## src/rtl/swc_out_sched_if.sv

```systemverilog
// Scheduler-side bundle between the out-scheduler, the queue controllers,
// the output cell FIFOs and the SRAM read engine.
interface swc_out_sched_if #(
    parameter int NPORT = 4,
    parameter int WW    = 4,
    parameter int CW    = (NPORT > 1) ? $clog2(NPORT) : 1
);
    logic [NPORT-1:0]    ptr_rdy;
    logic [NPORT-1:0]    o_cell_bp;
    logic [NPORT*WW-1:0] cfg_weight;
    logic                grant_vld;
    logic [NPORT-1:0]    grant;
    logic [NPORT-1:0]    ptr_ack;
    logic                eng_done;
    logic [CW-1:0]       cur_port;
    logic                err_tmo;

    // Scheduler side: issues grants, consumes readiness and completion.
    modport master (
        input  ptr_rdy, o_cell_bp, cfg_weight, eng_done,
        output grant_vld, grant, ptr_ack, cur_port, err_tmo
    );

    // Queue controllers / read engine side.
    modport slave (
        output ptr_rdy, o_cell_bp, cfg_weight, eng_done,
        input  grant_vld, grant, ptr_ack, cur_port, err_tmo
    );
endinterface

```

## src/rtl/swc_out_sched.sv

```systemverilog
// Weighted round-robin cell scheduler for the switch core read side.
// One grant outstanding at a time; a port keeps the grant for up to its
// weight in cells per visit, then the scan moves on to the next eligible port.
module swc_out_sched #(
    parameter int NPORT = 4,
    parameter int WW    = 4,
    parameter int TMO   = 64
) (
    input  logic            clk,
    input  logic            rstn,
    swc_out_sched_if.master bus
);
    localparam int CW  = (NPORT > 1) ? $clog2(NPORT) : 1;
    localparam int TCW = $clog2(TMO);

    typedef enum logic [1:0] {
        IDLE  = 2'd0,
        GRANT = 2'd1,
        WAIT  = 2'd2
    } state_t;

    state_t           state_q, state_d;
    logic [WW-1:0]    credit_q, credit_d;
    logic [CW-1:0]    cur_port_q, cur_port_d;
    logic [NPORT-1:0] grant_q, grant_d;
    logic [TCW-1:0]   tmo_cnt_q, tmo_cnt_d;
    logic             err_tmo_q, err_tmo_d;

    logic [NPORT-1:0] elig;
    logic [CW-1:0]    scan_port;
    logic [WW-1:0]    weight_sel;
    logic             grant_vld;

    // Port is eligible when it has a head pointer, no back-pressure and a non-zero weight.
    always_comb begin
        // NOTE: every combinational output gets a default first so no path can infer a latch.
        elig = '0;
        for (int i = 0; i < NPORT; i++) begin
            elig[i] = bus.ptr_rdy[i] & ~bus.o_cell_bp[i] & (bus.cfg_weight[WW*i +: WW] != '0);
        end
    end

    // Round-robin scan: nearest eligible port after cur_port, cur_port itself last.
    always_comb begin
        int base;
        scan_port = cur_port_q;
        // Walking from farthest to nearest lets the nearest eligible port overwrite the rest.
        for (int i = NPORT; i >= 1; i--) begin
            if (elig[(int'(cur_port_q) + i) % NPORT]) begin
                scan_port = CW'((int'(cur_port_q) + i) % NPORT);
            end
        end
        base       = WW * int'(scan_port);
        weight_sel = bus.cfg_weight[base +: WW];
    end

    // State and datapath registers.
    always_ff @(posedge clk or negedge rstn) begin
        if (!rstn) begin
            state_q    <= IDLE;
            credit_q   <= '0;
            cur_port_q <= '0;
            grant_q    <= '0;
            tmo_cnt_q  <= '0;
            err_tmo_q  <= 1'b0;
        end else begin
            // NOTE: non-blocking assignments so every flop samples pre-edge values.
            state_q    <= state_d;
            credit_q   <= credit_d;
            cur_port_q <= cur_port_d;
            grant_q    <= grant_d;
            tmo_cnt_q  <= tmo_cnt_d;
            err_tmo_q  <= err_tmo_d;
        end
    end

    // Next-state and credit/timeout bookkeeping.
    always_comb begin
        state_d    = state_q;
        credit_d   = credit_q;
        cur_port_d = cur_port_q;
        grant_d    = grant_q;
        tmo_cnt_d  = tmo_cnt_q;
        err_tmo_d  = err_tmo_q;
        unique case (state_q)
            IDLE: begin
                if (elig != '0) begin
                    state_d = GRANT;
                    if (elig[cur_port_q] && credit_q != '0) begin
                        // Continue the burst on the current port.
                        credit_d = credit_q - WW'(1);
                        grant_d  = NPORT'(1) << cur_port_q;
                    end else begin
                        // New visit: this grant consumes one cell of the fresh weight.
                        credit_d   = weight_sel - WW'(1);
                        cur_port_d = scan_port;
                        grant_d    = NPORT'(1) << scan_port;
                    end
                end
            end
            GRANT: begin
                // The grant cycle is cycle 0 of the timeout window.
                tmo_cnt_d = TCW'(1);
                state_d   = WAIT;
            end
            WAIT: begin
                if (bus.eng_done) begin
                    state_d = IDLE;
                end else if (tmo_cnt_q == TCW'(TMO - 1)) begin
                    err_tmo_d = 1'b1;
                    credit_d  = '0;
                    state_d   = IDLE;
                end else begin
                    tmo_cnt_d = tmo_cnt_q + TCW'(1);
                end
            end
            default: state_d = IDLE;
        endcase
    end

    // Outputs: grant pulse decoded from the state, everything else straight from flops.
    always_comb begin
        grant_vld     = (state_q == GRANT);
        bus.grant_vld = grant_vld;
        bus.grant     = grant_q;
        bus.ptr_ack   = grant_q & {NPORT{grant_vld}};
        bus.cur_port  = cur_port_q;
        bus.err_tmo   = err_tmo_q;
    end
endmodule

```

## src/flat_wrapper.sv

```systemverilog
// flat-port wrapper written by rule: the top's interface ports become plain ports
module swc_out_sched_flat 
#(
    parameter int NPORT = 4,
    parameter int WW    = 4,
    parameter int TMO   = 64
)
  (clk, rstn, bus_ptr_rdy, bus_o_cell_bp, bus_cfg_weight, bus_eng_done, bus_grant_vld, bus_grant, bus_ptr_ack, bus_cur_port, bus_err_tmo);
  swc_out_sched_if #(.NPORT(NPORT), .WW(WW)) bus_i ();
  input  logic clk;
  input  logic rstn;
  input wire logic [$bits(bus_i.ptr_rdy)-1:0] bus_ptr_rdy;
  input wire logic [$bits(bus_i.o_cell_bp)-1:0] bus_o_cell_bp;
  input wire logic [$bits(bus_i.cfg_weight)-1:0] bus_cfg_weight;
  input wire logic [$bits(bus_i.eng_done)-1:0] bus_eng_done;
  output wire logic [$bits(bus_i.grant_vld)-1:0] bus_grant_vld;
  output wire logic [$bits(bus_i.grant)-1:0] bus_grant;
  output wire logic [$bits(bus_i.ptr_ack)-1:0] bus_ptr_ack;
  output wire logic [$bits(bus_i.cur_port)-1:0] bus_cur_port;
  output wire logic [$bits(bus_i.err_tmo)-1:0] bus_err_tmo;
  assign bus_i.ptr_rdy = bus_ptr_rdy;
  assign bus_i.o_cell_bp = bus_o_cell_bp;
  assign bus_i.cfg_weight = bus_cfg_weight;
  assign bus_i.eng_done = bus_eng_done;
  assign bus_grant_vld = bus_i.grant_vld;
  assign bus_grant = bus_i.grant;
  assign bus_ptr_ack = bus_i.ptr_ack;
  assign bus_cur_port = bus_i.cur_port;
  assign bus_err_tmo = bus_i.err_tmo;
  swc_out_sched #(.NPORT(NPORT), .WW(WW), .TMO(TMO)) u_core (.clk(clk), .rstn(rstn), .bus(bus_i));
endmodule
```

## config.mk

```make
export PLATFORM = sky130hd
export DESIGN_NAME = swc_out_sched_flat
export DESIGN_NICKNAME = d
export VERILOG_FILES = /design/src/rtl/swc_out_sched_if.sv /design/src/rtl/swc_out_sched.sv /design/src/flat_wrapper.sv
export SDC_FILE = /design/constraint.sdc
export NUM_CORES = 1
export LEC_CHECK = 0
export CAP_MARGIN = 25
export CORE_MARGIN = 2
export CORE_UTILIZATION = 34
export CTS_CLUSTER_DIAMETER = 80
export CTS_CLUSTER_SIZE = 10
export DETAILED_ROUTE_END_ITERATION = 7
export HOLD_SLACK_MARGIN = 0.03
export SETUP_SLACK_MARGIN = 0.02
export SLEW_MARGIN = 20
export SYNTH_ARGS = -nofsm -noshare
export SYNTH_HDL_FRONTEND = slang
export SYNTH_SLANG_ARGS = --single-unit
```

## constraint.sdc

```tcl
create_clock -name clk -period 2.07 [get_ports clk]
set_input_delay 0.207 -clock clk [delete_from_list [all_inputs] [get_ports clk]]
set_output_delay 0.207 -clock clk [all_outputs]
set_load 0.05 [all_outputs]
```

==> results of run 1 <==
-- synthesized netlist by cell type (2+ instances only) --
cell type and n:
inv_1 6, ha_1 2, xor2_1 3, nand3_1 7, clkbuf_1 3, and2_1 4, buf_6 2, a21oi_1 4
nand4_1 2, nand2_1 18, nand2b_1 5, nor2_1 14, o21ai_0 7, dfrtp_1 19, and3_1 3, or2_2 2
or4_4 2, nor3_1 2, o31ai_1 8, nor2b_1 3, mux2i_1 10, nor4_1 4, mux2_2 3, or3_1 2
-- layer usage --
layer | vias up | global-route usage
li1 | 700 | -
met1 | 688 | 0.2194
met2 | 32 | 0.3738
met3 | 6 | 0.03041
met4 | 0 | 0.06633
met5 | - | 0
-- final cells by class --
type | count | area, sq um
Inverter | 6 | 25.02
Tap cell | 48 | 60.06
Fill cell | 327 | 1445
Timing Repair Buffer | 75 | 725.7
Clock buffer | 4 | 45.04
Sequential cell | 19 | 478.0
Multi-Input combinational cell | 121 | 937.1
-- critical path: stages (launching register included) --
cell and delay, ns:
dfrtp_2 0.43, or2_4 0.26, or3_4 0.34, o311ai_2 0.09, o21ba_4 0.22, mux2i_1 0.11
mux2_4 0.30, o31ai_2 0.24, o211ai_1 0.11
-- per-stage QoR --
stage | worst slack (ns) | instance area (sq um) | utilization
after floorplan | -0.2712 | 1353 | -
after global placement | -0.6437 | 2066 | 0.5559
after detailed placement | -0.6739 | 2066 | 0.5559
after CTS | -0.1204 | 2185 | 0.5879
after global routing | -0.2152 | 2271 | 0.6111
final | -0.1511 | 2271 | 0.6111
-- sequential cells by signal, indices dropped and copies added, names as in the netlist --
signal               count
u_core.tmo_cnt_q         6
u_core.state_q           2
u_core.credit_q          4
u_core.bus.grant         4
u_core.bus.err_tmo       1
u_core.bus.cur_port      2
-- repair_timing --
action                                  4_1_cts  5_1_grt
pin swaps                                    13        5
setup buffers                                 2        1
endpoints found under the setup margin       10        8
gates resized for setup                      33       20
-- how the worst max path moves through the flow --
stage	depth (start not counted)	end	slack (ns)	from
floorplan	11	u_core.credit_q[2]	-0.27	u_core.bus.cur_port[1]
global placement	11	u_core.credit_q[2]	-0.64	bus_cfg_weight[13]
detailed placement	8	u_core.credit_q[3]	-0.67	bus_cfg_weight[13]
CTS	10	u_core.credit_q[2]	-0.12	u_core.bus.cur_port[0]
global route	10	u_core.credit_q[2]	-0.22	u_core.bus.cur_port[1]
finish	8	u_core.credit_q[3]	-0.15	u_core.bus.cur_port[1]
-- cell families after synthesis --
kind of cell / Yosys count / synth area share
simple gates: 68 / 0.2592
compound gates: 33 / 0.1772
flops: 19 / 0.3582
mux: 14 / 0.1122
buf+inv: 12 / 0.04807
xor+xnor: 4 / 0.02640
fa+ha+maj: 2 / 0.01885
-- power groups by stage --
stage / logic [mW] / registers, mW / clock network, mW
2_1_floorplan: 0.918 / 0.766 / 0
3_3_place_gp: 1.74 / 0.619 / 0
3_5_place_dp: 1.78 / 0.624 / 0
4_1_cts: 1.93 / 0.613 / 0.271
5_1_grt: 2.24 / 0.644 / 0.287
6_report: 2.06 / 0.623 / 0.260
==> metrics.md, run 1 <==
| Metric | Value |
|---|---|
| Status | finished with violations |
| Failing checks | negative setup slack |
| Synthesized flop and latch total | 19 |
| H-Tree Depth | 1 |
| Die width | about 66 um |
| PD cells | 1295 nW/um^2 |
| EDFF count, synth | 0 |
| Setup TNS | -0.4322 ns |
| Startpoint Class | register |
| Final Cycle Share | 1.073 |
| Worst Tran Pin Value | approximately 0.5 ns |
| Post-synth ARST share | 1.000 |
| Min Clock Period, post-route | 2.221 ns |
| Core area | 3716 sq um |
| Cell area after synthesis | 1328 sq um |
| Hold slack | roughly 0.28 ns |
| CTS root buf | clkbuf_8 |
| TritonCTS buffer count | 3 |
| Maximum clock frequency | 450.2 MHz |
| Max-slew violations | 0 |
| LEAKAGE | 1.046 nW |
| Worst hold path type | in2async |
| Clock power share | 0.088 |
| Yosys warning count | 0 |
| Drt via density | ~5.2 |
| Worst Path Max Fanout | 4 |
| Initial DRC count | 72 |
| Most common cell after layout, fill and taps aside | buf_4 |
| Setup crit end kind | register |
| DP Cell Count | 266 |
| 1st-pass router iterations | 4 |
| Vias in the first global route | 1468 |
| Initial Util | 0.3572 |
| Maximum vdd drop | 0.0007609 V |
| R2r worst-path depth | 8 |
| Synth top area cells | dfrtp_1 (36%), mux2i_1 (7.5%), nand2_1 (5.1%) |
| Reg2reg end | u_core.credit_q[3] |
| Fin cells | around 270 |
| Clock latency at the later pin of the worst-skew pair | 0.26 ns |
| Met2 wire len | roughly 2.2 mm |
| R2r startpoint | u_core.bus.cur_port[1] |
| Synth-to-layout area growth | 71.07% |
| Initial antenna violation count | 0 |
| CTS Buffer Depth | 2 |
| Hold Vio Cnt, Final | 0 |
| Final Skew | 0.0009231 ns |
| Number of routed nets with antenna violations | 0 |
| Die area | 4420 sq um |
| RSZ-0062 raised after global routing | true |
| Vias | 1426 |
| Worst-path clk slew | ~0.07 ns |
| Met3 Wirelength | approximately 130 um |
| CP Data Arrival Time | 2.35 ns |
| Predominant post-synthesis flop cell | dfrtp_1 |
| Diode count | 0 |
| GP Congestion | roughly 0.9 |
| DRC viols | 0 |
| Yosys top cell area share | 0.3582 |
| Cell count after synthesis | 152 |
| Comb pwr share | 0.700 |
| Worst slew margin | 0.6637 |
| Pint | 1.674 mW |
| First-pass GRT wire length | 6.630 mm |
| # hold bufs at CTS | 0 |
| CTS tree | built |
| Gr usage total | 0.1965 |
| Clock Sinks | 19 |
| Yosys top cell by area | dfrtp_1 |
| Fraction of layout cells with a size suffix above 1 | 0.3733 |
| NetSw | 1.267 mW |
| Wirelength, routed | 3.868 mm |
| Sw Ratio | 0.4308 |
| Syn Area/Cell | 8.734 sq um |
| Commonest cells after routing, fill and taps aside | buf_4 (34), nand2_1 (17), clkdlybuf4s50_1 (17), dfrtp_1 (17), nor2_1 (12) |
| DR WL/cell | 14.17 um |
| Setup ws final | -0.1511 ns |
| Met1 Wirelength | ~1.5 mm |
| Critical path type | reg2reg |
| Final nets | 255 |
| Syn_nets | 181 |
| Part of the power in registers | 0.212 |
| R2r setup slk | -0.15 ns |
| Pin count of the biggest net entering global routing | 20 |
| Max_cap viols | 0 |
| DR top layer | met4 |
| Row Count | 22 |
| Die height | 66.49 um |
| DP Wirelength | about 3 mm |
| Ports | 39 |
| Critical Path RT | 2.20 ns |
| Grt ovf | 0 |
| # port buffers | 38 |
| Total power | 2.941 mW |
| Setup Viol. Count Final | 5 |
| Seq/Total Area, Yosys | 0.3582 |
| Synth unique cells | 41 |
No activity file was read; power rests on OpenSTA's default activity.
==> run 2, diff against run 1 <==
- CORE_MARGIN: 2 -> not set
- clock period: 2.07 -> 2.4 ns (I/O delays scaled with it)
==> run 2 against run 1 <==
Critical path type is now in2reg. Design area shrank 7.7%. Global-route usage shrank 0.50 points. Power is 23% lower. Clock skew grew 0.0042 ns. First-iteration DRC count shrank 60%. Combinational power down 26%. The run now ends clean. Setup slack improved by 0.22 ns. Via count fell by 5.0%. Utilization fell by 4.7 points. Critical path depth is 3 higher. Hold slack improved by 0.19 ns.
==> metrics.md, run 2 (same netlist as run 1, synthesis figures left out) <==
| Metric | Value |
|---|---|
| Status | completed |
| Max_cap viols | 0 (unchanged) |
| Vias | 1354 (-5.0%) |
| DP Wirelength | 2.805 mm (-6.2%) |
| R2r startpoint | u_core.bus.cur_port[1] |
| Clock latency at the later pin of the worst-skew pair | 0.25 ns (about the same) |
| Startpoint Class | primary input |
| First-pass GRT wire length | 6.223 mm (-6.1%) |
| Hold slack | 0.4639 ns (+0.1888 ns) |
| Setup Viol. Count Final | 0 (-5) |
| Ports | 39 (unchanged) |
| Min Clock Period, post-route | 2.331 ns |
| CTS root buf | clkbuf_8 |
| Final Cycle Share | 0.9712 |
| # port buffers | 38 (unchanged) |
| RSZ-0062 raised after global routing | true |
| Clock power share | 0.096 (+0.008) |
| Vias in the first global route | 1388 (-5.4%) |
| Commonest cells after routing, fill and taps aside | buf_4 (33), nand2_1 (18), clkdlybuf4s50_1 (18), dfrtp_1 (17), nor2_1 (14) |
| Max stage delay cell, worst path | or4_4 |
| Sw Ratio | 0.4339 (+0.003066) |
| Setup ws final | 0.06919 ns (+0.2203 ns) |
| Gr usage total | 0.1915 (-0.004976) |
| Largest stage delay, worst path | 0.45 ns (+0.02 ns) |
| Die width | 64.49 um (-3.0%) |
| Worst Path Max Fanout | 5 (+1) |
| Number of routed nets with antenna violations | 0 (unchanged) |
| Hold Vio Cnt, Final | 0 (unchanged) |
| 1st-pass router iterations | 4 (unchanged) |
| H-Tree Depth | 1 (unchanged) |
| Total power | 2.278 mW (-23%) |
| LEAKAGE | 1.011 nW (-3.3%) |
| Worst slew margin | 0.4258 (-0.2379) |
| Fraction of layout cells with a size suffix above 1 | 0.3273 (-0.04606) |
| DP Cell Count | 259 (-2.6%) |
| DRC viols | 0 (unchanged) |
| Pin count of the biggest net entering global routing | 20 (unchanged) |
| Initial antenna violation count | 0 (unchanged) |
| Setup TNS | 0 ns (+0.4322 ns) |
| TritonCTS buffer count | 3 (unchanged) |
| Max-slew violations | 0 (unchanged) |
| Comb pwr share | 0.668 (-0.032) |
| Initial Util | 0.3572 (unchanged) |
| Worst Hold End | u_core.bus.err_tmo |
| R2r worst-path depth | 9 (+1) |
| Worst-path clk slew | 0.07 ns (about the same) |
| Worst Tran Pin Value | 0.8586 ns (+0.3557 ns) |
| Wirelength, routed | 3.604 mm (-6.8%) |
| CTS tree | built |
| Diode count | 0 (unchanged) |
| Cells along the critical path | dlygate4sd2_1, or4_4, a32oi_2, o21ai_2, buf_12, mux2i_2, mux2i_1, mux2_4, buf_4, o31ai_2, o211ai_1 |
| Maximum clock frequency | 429.0 MHz |
| Critical path type | in2reg |
| CP Data Arrival Time | 2.45 ns (+0.10 ns) |
| Final Skew | 0.005086 ns (+0.004163 ns) |
| Die height | 64.49 um (-3.0%) |
| DR WL/cell | 13.45 um (-5.1%) |
| Critical Path RT | 2.52 ns (+0.32 ns) |
| Worst hold path type | reg2reg |
| Max FFs per register | 6 (unchanged) |
| Final nets | 250 (-2.0%) |
| Drt via density | 5.052 (-3.3%) |
| Clock Sinks | 19 (unchanged) |
| Grt ovf | 0 (unchanged) |
| Pint | 1.290 mW (-23%) |
| CTS Buffer Depth | 2 (unchanged) |
| Hold Path Origin | u_core.bus.err_tmo |
| Initial DRC count | 29 (-60%) |
| DP Worst Slack | -0.4884 ns (+0.1854 ns) |
| Top reg by flops | u_core.tmo_cnt_q |
| Maximum vdd drop | 0.0006423 V (-16%) |
| Part of the power in registers | 0.237 (+0.025) |
| Reg2reg end | u_core.credit_q[3] |
| NetSw | 0.9885 mW (-22%) |
| Setup crit end kind | register |
| PD cells | 1086 nW/um^2 (-16%) |
| Die area | 4158 sq um (-5.9%) |
| R2r setup slk | 0.08 ns (+0.23 ns) |
| Core area | 3716 sq um (unchanged) |
| GP Congestion | 0.8264 (-9.1%) |
| Fin cells | 268 (-1.8%) |
| Most common cell after layout, fill and taps aside | buf_4 |
| Row Count | 22 (unchanged) |
| Hold Path Depth | 1 |
| # hold bufs at CTS | 0 (unchanged) |
| Synth-to-layout area growth | 57.96% |
## run 2: changes by cell type in the layout (fill, tap and decap cells not counted), sizes merged
cell	change
clkbuf	+4
dlymetal6s2s	+2
buf	-6
dlygate4sd2	-5
clkinv	+1
clkdlybuf4s50	+1
clkdlybuf4s15	-2
## run 2: power by group through the flow
| stage | combinational (mW) | clock (mW) | sequential (mW) |
|---|---|---|---|
| after global routing | 1.65 | 0.240 | 0.560 |
| final | 1.52 | 0.218 | 0.539 |
| after floorplan | 0.741 | 0 | 0.660 |
| after detailed placement | 1.33 | 0 | 0.545 |
| after CTS | 1.49 | 0.227 | 0.541 |
| after global placement | 1.30 | 0 | 0.538 |
## run 2: per-stage QoR
stage | area (sq um) | util
4_1_cts | 2057 | 0.5535
2_1_floorplan | 1333 | -
6_report | 2097 | 0.5643
5_1_grt | 2097 | 0.5643
3_5_place_dp | 1924 | 0.5178
3_3_place_gp | 1924 | 0.5178
## run 2: area by class of cell
cell class / count / area (sq um)
flip-flops and latches: 19 / 478.0
clock inverters: 1 / 5.005
inverters: 6 / 22.52
repair buffers: 70 / 621.8
clock buffers: 3 / 41.29
well taps: 48 / 60.06
fillers: 344 / 1619
multi-input cells: 121 / 868.3
## run 2: what timing repair did
| item | CTS | global route |
|---|---|---|
| buffers inserted | 2 | 2 |
| hold endpoints to repair | 0 | 0 |
| gates resized for setup | 28 | 24 |
| setup endpoints to repair | 3 | 3 |
| gates cloned | 1 | 0 |
| pin swaps | 9 | 9 |
## run 2: layer usage
metal  vias up  GRT usage  routed length [um]  share of wire
li1        684          -                   -              -
met1       643     0.2203                1535           0.43
met2        21     0.3605                1932           0.54
met3         6    0.03521                 106          0.029
met4         0    0.04722                  30         0.0083
met5         -          0                   0              0
## run 2: worst max path at each step
stage,from,endpoint,cells after the start
detailed placement,bus_cfg_weight[4],u_core.credit_q[2],12
finish,bus_cfg_weight[15],u_core.credit_q[3],11
floorplan,u_core.bus.cur_port[1],u_core.credit_q[2],11
global route,u_core.bus.cur_port[1],u_core.credit_q[3],9
CTS,bus_cfg_weight[15],u_core.credit_q[3],11
global placement,bus_cfg_weight[13],u_core.credit_q[3],10
## run 2: worst max-delay path, delay by kind of cell
family          cells  cell delay (ns)
simple gates        1             0.45
buf+inv             3             0.54
mux                 3             0.56
compound gates      4             0.66
